===== config.mk =====
export PLATFORM = sky130hd
export DESIGN_NAME = mux1hot_pipe
export DESIGN_NICKNAME = d
export VERILOG_FILES = /design/src/rtl/mux1hot_pkg.sv /design/src/rtl/mux1hot_skid.sv /design/src/rtl/mux1hot_pipe.sv
export SDC_FILE = /design/constraint.sdc
export NUM_CORES = 1
export LEC_CHECK = 0
export CAP_MARGIN = 20
export CORE_ASPECT_RATIO = 0.5
export CORE_MARGIN = 4
export CORE_UTILIZATION = 39
export CTS_CLUSTER_DIAMETER = 120
export DETAILED_ROUTE_END_ITERATION = 6
export GPL_ROUTABILITY_DRIVEN = 0
export PLACE_DENSITY = 0.79
export SLEW_MARGIN = 10
export SYNTH_ARGS = -nofsm -noshare
export SYNTH_HDL_FRONTEND = slang
export SYNTH_HIERARCHICAL = 1
export SYNTH_SLANG_ARGS = --single-unit

===== constraint.sdc =====
create_clock -name clk -period 1.6 [get_ports clk]
set_input_delay 0.24 -clock clk [delete_from_list [all_inputs] [get_ports clk]]
set_output_delay 0.24 -clock clk [all_outputs]
set_load 0.005 [all_outputs]

===== src/rtl/mux1hot_pkg.sv =====
// mux1hot_pkg: shared occupancy encoding and select helpers for mux1hot_pipe
//   MAX_N      : widest select vector the helper functions accept
//   ST_*       : skid occupancy; bit0 = main entry valid, bit1 = skid entry valid
//   is_onehot  : exactly one bit set
//   lowest_set : isolates the lowest set bit (zero stays zero)
package mux1hot_pkg;
   localparam int MAX_N = 64;
   localparam logic [1:0] ST_EMPTY = 2'b00;
   localparam logic [1:0] ST_ONE   = 2'b01;
   localparam logic [1:0] ST_FULL  = 2'b11;
   function automatic logic is_onehot(input logic [MAX_N-1:0] v);
      return (v != '0) && ((v & (v - MAX_N'(1))) == '0);
   endfunction
   function automatic logic [MAX_N-1:0] lowest_set(input logic [MAX_N-1:0] v);
      return v & (~v + MAX_N'(1));
   endfunction
endpackage


===== src/rtl/mux1hot_skid.sv =====
// mux1hot_skid: two-entry skid buffer, full throughput with a registered in_ready
//   clk, rst (async, active-high)
//   in_data/in_valid/in_ready    : upstream beat; in_ready is the inverted skid-valid flop
//   out_data/out_valid/out_ready : downstream beat, driven straight from the main entry
module mux1hot_skid
   import mux1hot_pkg::*;
#(
   parameter int WIDTH = 8
) (
   input  logic             clk,
   input  logic             rst,
   input  logic [WIDTH-1:0] in_data,
   input  logic             in_valid,
   output logic             in_ready,
   output logic [WIDTH-1:0] out_data,
   output logic             out_valid,
   input  logic             out_ready
);
   logic [1:0]       r_state;
   logic [WIDTH-1:0] r_main;
   logic [WIDTH-1:0] r_skid;
   logic             w_acc;
   logic             w_xfer;
   logic [1:0]       w_next;
   assign in_ready  = ~r_state[1];
   assign out_valid = r_state[0];
   assign out_data  = r_main;
   assign w_acc     = in_valid & in_ready;
   assign w_xfer    = out_valid & out_ready;
   always_comb begin
      w_next = (r_state == ST_EMPTY) ? (w_acc ? ST_ONE : ST_EMPTY) :
               (r_state == ST_ONE)   ? ((w_acc && !w_xfer) ? ST_FULL :
                                        (!w_acc && w_xfer) ? ST_EMPTY : ST_ONE) :
                                       (w_xfer ? ST_ONE : ST_FULL);
   end
   always_ff @(posedge clk or posedge rst) begin
      if (rst) begin
         r_state <= ST_EMPTY;
         r_main  <= '0;
         r_skid  <= '0;
      end else begin
         r_state <= w_next;
         // skid refills main on a transfer; otherwise a new beat lands in main when it frees up
         if (w_xfer && r_state[1])
            r_main <= r_skid;
         else if (w_acc && (!r_state[0] || w_xfer))
            r_main <= in_data;
         if (w_acc && r_state[0] && !w_xfer)
            r_skid <= in_data;
      end
   end
endmodule


===== src/rtl/mux1hot_pipe.sv =====
// mux1hot_pipe: pipelined one-hot N:1 mux behind a valid/ready skid buffer
//   clk, rst (async, active-high)
//   in_data[N*WIDTH], in_sel[N], in_valid, in_ready : upstream beat and select
//   out_data[WIDTH], out_valid, out_ready          : registered selected data
//   err, err_cnt[CNT_W]                            : dropped illegal-select pulse / saturating count
//   MUX1HOT_SEL_CHECK_EN: when defined, illegal selects are dropped and counted;
//   otherwise the lowest set select bit wins and err/err_cnt are tied to 0
module mux1hot_pipe
   import mux1hot_pkg::*;
#(
   parameter int WIDTH = 8,
   parameter int N     = 4,
   parameter int CNT_W = 8
) (
   input  logic               clk,
   input  logic               rst,
   input  logic [N*WIDTH-1:0] in_data,
   input  logic [N-1:0]       in_sel,
   input  logic               in_valid,
   output logic               in_ready,
   output logic [WIDTH-1:0]   out_data,
   output logic               out_valid,
   input  logic               out_ready,
   output logic               err,
   output logic [CNT_W-1:0]   err_cnt
);
   logic [N-1:0]     w_sel;
   logic [WIDTH-1:0] w_mux;
   logic             w_skid_valid;
   // masking to the lowest bit keeps the AND-OR tree a true mux even for multi-hot selects
   assign w_sel = N'(lowest_set(MAX_N'(in_sel)));
   always_comb begin
      w_mux = '0;
      for (int i = 0; i < N; i++)
         w_mux = w_mux | (in_data[i*WIDTH +: WIDTH] & {WIDTH{w_sel[i]}});
   end
`ifdef MUX1HOT_SEL_CHECK_EN
   logic             w_legal;
   logic             w_drop;
   logic             r_err;
   logic [CNT_W-1:0] r_cnt;
   assign w_legal      = is_onehot(MAX_N'(in_sel));
   // an illegal beat is still accepted upstream but never enters the buffer
   assign w_skid_valid = in_valid & w_legal;
   assign w_drop       = in_valid & in_ready & ~w_legal;
   always_ff @(posedge clk or posedge rst) begin
      if (rst) begin
         r_err <= 1'b0;
         r_cnt <= '0;
      end else begin
         r_err <= w_drop;
         if (w_drop && r_cnt != '1)
            r_cnt <= r_cnt + CNT_W'(1);
      end
   end
   assign err     = r_err;
   assign err_cnt = r_cnt;
`else
   assign w_skid_valid = in_valid;
   assign err          = 1'b0;
   assign err_cnt      = '0;
`endif
   mux1hot_skid #(.WIDTH(WIDTH)) u_skid (
      .clk      (clk),
      .rst      (rst),
      .in_data  (w_mux),
      .in_valid (w_skid_valid),
      .in_ready (in_ready),
      .out_data (out_data),
      .out_valid(out_valid),
      .out_ready(out_ready)
   );
endmodule


# After elaboration in Yosys (flattened, before gate mapping)
# Index checks and enable logic that the tools add are counted.
dict set report classes {
  n_bitwise 12
  mux 8
  n_addsub 1
  eq_ne 1
  n_reduce_logical 12
}
# operator n
set ops {}
lappend ops {{8-bit AND} 4}
lappend ops {{8-bit OR} 3}
lappend ops {{8-bit 2-to-1 mux} 2}
lappend ops {{2-bit 2-to-1 mux} 4}
lappend ops {{1-bit logical AND} 6}
lappend ops {{4-bit by 1-bit adder with 4-bit output (second input constant)} 1}
lappend ops {{4-bit AND} 1}
lappend ops {{4-bit inverter} 1}
lappend ops {{1-bit zero test} 3}
lappend ops {{1-bit AND} 2}
lappend ops {{2-bit by 1-bit == test with 1-bit output (second input constant)} 1}
lappend ops {{2-bit zero test} 1}
lappend ops {{1-bit 2-to-1 mux} 2}
lappend ops {{2-bit nonzero test} 1}
lappend ops {{1-bit logical OR} 1}
lappend ops {{1-bit inverter} 1}
dict set report totals {
  output_inout_bits 19
  input_bits 40
  ff_bits 18
}

# Depth between registers and ports, before layout
# Gate-level depths: netlist of the first run.
dict set report logic_depth {
  ltp_word 9
  mapped_depth 6
  mapped_depth_nobuf 5
}

# Cells and area by module
# Netlist of the first run, hierarchy kept.
# module area_per_inst_um2 seq_area_each_um2 instances cells_each
set modules_own_cells {}
lappend modules_own_cells {mux1hot_skid 820.8 450.4 1 54}
lappend modules_own_cells {mux1hot_pipe 307.8 0.0 1 45}

# Least setup slack after synthesis of the first run
# Ideal clock, no wire load.
dict set report synth_timing {
  path_type {input -> register}
  start {in in_sel[0]}
  end {reg u_skid.r_main[0] (netlist: u_skid/out_data[0])}
  cell_stages 6
  arrival_ns 1.358
  setup_ns 0.125
  path_slack_ns 0.117
  path_buffers 2
  path_cell_list {buf_6 buf_2 o21ai_0 a221o_1 mux2_2 mux2_2}
}
dict set report synth_via {
  elab_chain_len 9
  elab_cells_between_ends 12
}
# item line_no
set synth_lines {}
lappend synth_lines {{start, declared} mux1hot_pipe.sv:18} ;# input logic [N-1:0] in_sel,
lappend synth_lines {{4-bit inverter} mux1hot_pkg.sv:15} ;# return v & (~v + MAX_N'(1));
lappend synth_lines {{4-bit by 1-bit adder with 4-bit output} mux1hot_pkg.sv:15}
lappend synth_lines {{4-bit AND (*)} mux1hot_pkg.sv:15}
lappend synth_lines {{8-bit AND} mux1hot_pipe.sv:35} ;# w_mux = w_mux | (in_data[i*WIDTH +: WIDTH] & {WIDTH{w_sel[i]}});
lappend synth_lines {{8-bit OR (2 in a row)} mux1hot_pipe.sv:35}
lappend synth_lines {{8-bit OR (*)} mux1hot_pipe.sv:35}
lappend synth_lines {{net w_mux[0]} mux1hot_pipe.sv:28} ;# logic [WIDTH-1:0] w_mux;
lappend synth_lines {{8-bit 2-to-1 mux (*)} mux1hot_skid.sv:46} ;# else if (w_acc && (!r_state[0] || w_xfer))
lappend synth_lines {{8-bit 2-to-1 mux (*)} mux1hot_skid.sv:44} ;# if (w_xfer && r_state[1])
lappend synth_lines {{end signal, assigned} mux1hot_skid.sv:45} ;# r_main <= r_skid;
lappend synth_lines {{end signal, assigned} mux1hot_skid.sv:47} ;# r_main <= in_data;
lappend synth_lines {{end, declared} mux1hot_skid.sv:20} ;# logic [WIDTH-1:0] r_main;
# Mark *: on every way through the listed nets, which the timed path passes. The rest lies on a longest branch. The select of a mux whose other input is x is not followed.
# A chain may end at the register's enable or synchronous reset.

# Final worst setup path of the first run
dict set report layout_timing {
  start {reg u_skid.r_state[0]}
  end {out out_valid}
}
# item line_no
set layout_rtl {}
lappend layout_rtl {{start, declared} mux1hot_skid.sv:19} ;# logic [1:0] r_state;
lappend layout_rtl {{start signal, assigned} mux1hot_skid.sv:42} ;# r_state <= w_next;
lappend layout_rtl {{end, declared} mux1hot_pipe.sv:22} ;# output logic out_valid,
# No word-level cell between the ends.

==> results.toml, run 1 <==
[die]
die_y_um = 46.04
fp.dieW_um = 84.08
start_util = 0.4205
ioPinCount = 59
rows = 13
die_area_mm2 = 0.003871
design.core.area_mm2 = 0.002684

[routing]
ant_nets = 0
via_per_inst = 4.821
num_vias = 945
dr.pass1.iters = 4
routedWlPerCell_um = 15.38
wirelength_um = 3014
remaining_drc_errors = 0
drtIter0Drc = 46

[timing]
fin_skew_ns = 0.0008531
drv_slew = 0
worst_slack_ns = 0.03951
setup_tns_ns = 0
min_period_over_period = 0.9753
fin_crit_ns = 1.560
setup_viol = 0
hold_viol_final = 0
max_freq_mhz = 640.8

[logic_synthesis]
synth_compound_area_frac = 0.1519
muxShareOfSynthArea = 0.2483
synth_fa_ha_area_frac = 0
yosysSeqAreaShare = 0.3991
synth_cells = 99
synth-seq-cells = 18
synthSimpleGateAreaFrac = 0.09424
synth_xor_area_frac = 0
yosys_warnings = 6
yosys.cell_types.count = 20
avgSynthCellArea_um2 = 11.40
synth_top_family_by_area = "multiplexers"
synthesis.area_mm2 = 0.001129

[clocking]
cts-root-buf = "clkbuf_8"
postCtsHoldBufs = 0
h-tree-depth = 1
clk_pin_slew_worst_paths_ns = 0.07
numCtsBuffers = 3
clock_sink_count = 18
cts_tree = "built"
clkLatencyLatePin_ns = 0.25
cts_buffer_depth = 2

[global_routing]
grt-ovfl-total = 0
track_usage = 0.1592
busiest_layer = "met2"
grt_use_met1 = 0.1610
grt_antenna_before_repair = 0
use_met2 = 0.3292
grt_max_degree = 19
grt_pass1_wl_um = 4643
grt_pass1_vias = 994
grt.met3_usage = 0.03791

[layout]
n_antenna_cell = 0
final_nets = 200
fin_util = 0.6620
layout-area-overhead-vs-synth_pct = 57.43
drive_gt1_frac = 0.2956
fill_cells = 211

[run]
maxCapViolations = 0

[min_path]
hp-class = "primary input to asynchronous set/reset pin"

[power_and_ir_drop]
ir_drop_uv = 518.3
p_leak_nw = 0.7564
power.density_mw_per_mm2 = 903.4

[critical_path]
path_class = "flip-flop to output pin"
critical-path-max-stage-delay_ns = 0.56
worst_setup_path_start_kind = "flip-flop"
critPathMaxFanout = 8
cp.required_ns = 1.36
crit_chain = "clkdlybuf4s50_1"
slowest_stage = "clkdlybuf4s50_1"
rr_startpoint = "u_skid/r_state[0]"
r2r_setup_slack_ns = 0.16
critPathBufInv = 1
crit_start = "u_skid/r_state[0]"
critPathTopFamily = "buffers and inverters"
timing.critical_path.to_type = "output pin"
arrival_ns = 1.32

[placement]
port_buffers = 49
hpwl_um = 2372
pre_cts_slack_ns = -0.3891

[run_status]
outcome = "complete, no violations"
## cell usage after synthesis (all sizes together)
master / number / area, µm²
nand2: 10 / 37.54
dfrtp: 18 / 450.4
mux2i: 1 / 10.01
and4: 1 / 8.760
a22oi: 6 / 45.04
nor2b: 1 / 6.260
buf: 14 / 105.1
nand3: 1 / 17.52
mux2: 24 / 270.3
a221o: 5 / 50.05
nor3b: 1 / 12.51
inv: 3 / 11.26
o21ai: 8 / 40.04
a211o: 1 / 10.01
conb: 1 / 3.750
a21oi: 3 / 26.28
nor4b: 1 / 23.77
## metrics by stage
stage,instance area [µm²],total power [W],hold WS (ns),instances
6_report,1777,0.001605,0.2916,196
5_1_grt,1777,0.001695,0.3172,196
4_1_cts,1758,0.001609,0.2956,195
3_5_place_dp,1690,0.001230,0.4947,189
3_3_place_gp,1690,0.001206,0.4849,189
2_1_floorplan,1159,0.0009244,0.1786,107
## final timing paths
check                      cells past startpoint                 end
max                                            1           out_valid
max reg2reg                                    4  u_skid/out_data[4]
min in group clk                               1  u_skid/out_data[0]
min                                            3  u_skid/out_data[4]
max in group asynchronous                      3   u_skid/r_state[1]
min reg2reg                                    1  u_skid/out_data[0]
## sequential cells by signal, summed over array words and instances (netlist names)
name and count:
u_skid/out_data 8, u_skid/r_state 2, u_skid/r_skid 8
## where the power goes
group / switching (W) / total (W) / leakage [nW] / internal, W
Sequential: 0.0000735 / 0.000659 / 0.217 / 0.000585
Combinational: 0.000181 / 0.000578 / 0.511 / 0.000397
Clock: 0.000150 / 0.000368 / 0.0288 / 0.000219
Total: 0.000404 / 0.00161 / 0.756 / 0.00120
## final cells by class
class | count | area, µm² | area share
clock buffer | 4 | 55.05 | 0.03099
inverter | 3 | 11.26 | 0.006338
multi-input combinational | 72 | 595.6 | 0.3352
tap | 37 | 46.29 | 0.02606
timing repair buffer | 62 | 616.8 | 0.3472
sequential | 18 | 451.7 | 0.2542
## kinds of logic after synthesis
kind of cell | Yosys count
simple gates | 15
other cells | 1
compound gates | 23
flops | 18
buf+inv | 17
mux | 25
## layout by cell type (no fill, tap or decap), types with 2 or more instances in the layout
cell,Yosys,routed
a21oi_1,2,2
a221o_1,5,5
a22oi_1,6,6
buf_12,0,2
buf_4,9,8
buf_6,2,2
clkbuf_8,0,4
clkdlybuf4s15_1,0,2
clkdlybuf4s50_1,0,46
conb_1,1,9
dfrtp_1,18,17
inv_1,3,3
mux2_2,24,23
nand2_1,10,10
o21ai_0,8,5
o21ai_1,0,3
## layer usage
layer	part of all wire	vias up
met5	0	-
met4	0.0063	0
met3	0.032	2
met2	0.57	18
met1	0.39	465
li1	-	460
## what timing repair did
| action | 4_1_cts | 5_1_grt |
|---|---|---|
| pin swaps | 3 | 2 |
| gates cloned | 1 | 0 |
| setup endpoints to repair | 9 | 4 |
| buffers inserted | 1 | 1 |
| resized for setup | 7 | 5 |
Note: power is estimated with default switching activity, not from simulation.
==> inputs of run 2 (changes only) <==
--- a/config.mk
+++ b/config.mk
@@ -10,9 +10,11 @@
 export CORE_MARGIN = 4
 export CORE_UTILIZATION = 39
 export CTS_CLUSTER_DIAMETER = 120
+export CTS_CLUSTER_SIZE = 8
 export DETAILED_ROUTE_END_ITERATION = 6
 export GPL_ROUTABILITY_DRIVEN = 0
 export PLACE_DENSITY = 0.79
+export SETUP_SLACK_MARGIN = 0.3
 export SLEW_MARGIN = 10
 export SYNTH_ARGS = -nofsm -noshare
 export SYNTH_HDL_FRONTEND = slang
==> results.toml, run 2 (same netlist as run 1, synthesis figures left out) <==
[timing]
fin_crit_ns = 1.434
setup_viol = 0
min_period_over_period = 0.8963
hold_viol_final = 0
drv_slew = 0
fin_skew_ns = 0.001914
whs_ns = 0.2927
rsz0062_at_grt = "true"
max_freq_mhz = 697.3

[layout]
drive_gt1_frac = 0.3818
final_common_cell = "clkdlybuf4s50_1"
layout-area-overhead-vs-synth_pct = 67.52
layout_common_cells = "clkdlybuf4s50_1, mux2_4, dlygate4sd2_1"
fill_cells = 206
final_nets = 206
instances_no_fill = 202
n_antenna_cell = 0
final_area_mm2 = 0.001891

[run_status]
outcome = "complete, no violations"

[routing]
remaining_drc_errors = 0
drtIter0Drc = 34
num_vias = 981
dr.pass1.iters = 4
wirelength_um = 3071
routedWlPerCell_um = 15.20
ant_nets = 0
via_per_inst = 4.856

[die]
start_util = 0.4205
fp.dieW_um = 84.08
design.core.area_mm2 = 0.002684
die_area_mm2 = 0.003871
die_y_um = 46.04
ioPinCount = 59
rows = 13

[critical_path]
critical-path-max-stage-delay_ns = 0.44
rr_startpoint = "u_skid/r_state[1]"
timing.critical_path.to_type = "flip-flop"
r2r_end = "u_skid/out_data[6]"
crit_start = "in_data[28]"
critPathTopFamily = "multiplexers"
arrival_ns = 1.58
cp-endpoint = "u_skid/out_data[4]"
critPathMaxFanout = 2
r2r_cells = 5
critPathBufInv = 1
cp.required_ns = 1.74
r2r_setup_slack_ns = 0.18
slowest_stage = "clkdlybuf4s50_1"
crit_cells = 4
path_class = "primary input to flip-flop"
crit_chain = "clkdlybuf4s50_1 -> a221o_1 -> mux2_4 -> mux2_4"
crit_top_cell = "mux2_4"
worst_setup_path_start_kind = "primary input"

[run]
maxCapViolations = 0

[clocking]
numCtsBuffers = 3
cts-root-buf = "clkbuf_8"
clk_pin_slew_worst_paths_ns = 0.07
cts_buffer_depth = 2
cts_tree = "built"
h-tree-depth = 1
clock_sink_count = 18
clkLatencyLatePin_ns = 0.26

[power_and_ir_drop]
clkPwrFrac = 0.220
internal_power_w = 0.001249
switchingPower_w = 0.0004446
pwr-share-comb = 0.389
pwr-share-seq = 0.391
p_sw_frac = 0.2625
p_leak_nw = 0.9247
power.density_mw_per_mm2 = 895.8
ir_drop_uv = 351.6
p_total_w = 0.001694

[global_routing]
grt_pass1_wl_um = 4788
grt-ovfl-total = 0
grt_max_degree = 19
grt_pass1_vias = 1030
grt_antenna_before_repair = 0
track_usage = 0.1643

[placement]
dpl-instance-area_mm2 = 0.001700
hpwl_um = 2211
port_buffers = 49
dp.cells = 188

[min_path]
hp-class = "primary input to asynchronous set/reset pin"
## run 2: cell types whose count changed in the layout (fill, tap and decap cells not counted), sizes merged
cell,delta
dlygate4sd2,+18
buf,+8
dlymetal6s2s,+3
clkdlybuf4s50,-23
clkdlybuf4s15,-2
clkbuf,+2
## run 2: metal layers
metal / share of wire / wire length (µm) / global-route usage / up-vias
met5: 0 / 0 / 0 / -
met4: 0.025 / 78 / 0.08013 / 0
met3: 0.056 / 173 / 0.03069 / 8
met2: 0.49 / 1499 / 0.3072 / 36
met1: 0.43 / 1320 / 0.1881 / 459
li1: - / - / - / 478
## run 2: through the flow
stage	setup TNS [ns]	util	setup slack [ns]
after floorplan	0	-	0.2230
after global placement	-5.055	0.6336	-0.4614
after detailed placement	-5.869	0.6336	-0.5023
after CTS	0	0.6867	0.1475
after global routing	0	0.7044	0.1409
final	0	0.7044	0.1659
## run 2: worst min path at each step
stage / startpoint / end / slack (ns)
floorplan: rst / u_skid/out_data[0] / 0.18
global placement: u_skid/r_skid[6] / u_skid/r_skid[6] / 0.49
detailed placement: u_skid/out_data[1] / u_skid/out_data[1] / 0.50
CTS: rst / u_skid/out_data[7] / 0.30
global route: rst / u_skid/out_data[2] / 0.35
finish: rst / u_skid/r_state[1] / 0.29
## run 2: tightest hold or removal path, cell delays in order
cell and delay [ns]:
clkdlybuf4s50_1 0.39, inv_1 0.05, buf_4 0.24
## run 2: what timing repair did
action                     4_1_cts  5_1_grt
hold buffers                     0        0
setup endpoints to repair       26       16
cloned                           1        0
gates resized for setup         55       14
buffers inserted                 6        3
pin swaps                       15        6
## run 2: cell type report
cell class                      count  area [µm²]  share of cell area
Multi-Input combinational cell     72       690.7              0.3653
Timing Repair Buffer               68       634.4              0.3355
Sequential cell                    18       452.9              0.2396
Clock buffer                        4       55.05             0.02912
Tap cell                           37       46.29             0.02449
Inverter                            3       11.26            0.005956
## run 2: power by group through the flow
| stage | clock (W) | sequential [W] | combinational [W] |
|---|---|---|---|
| finish | 0.000372 | 0.000662 | 0.000659 |
| floorplan | 0 | 0.000656 | 0.000316 |
| detailed placement | 0 | 0.000669 | 0.000595 |
| CTS | 0.000381 | 0.000660 | 0.000637 |
| global placement | 0 | 0.000665 | 0.000580 |
| global route | 0.000403 | 0.000681 | 0.000703 |
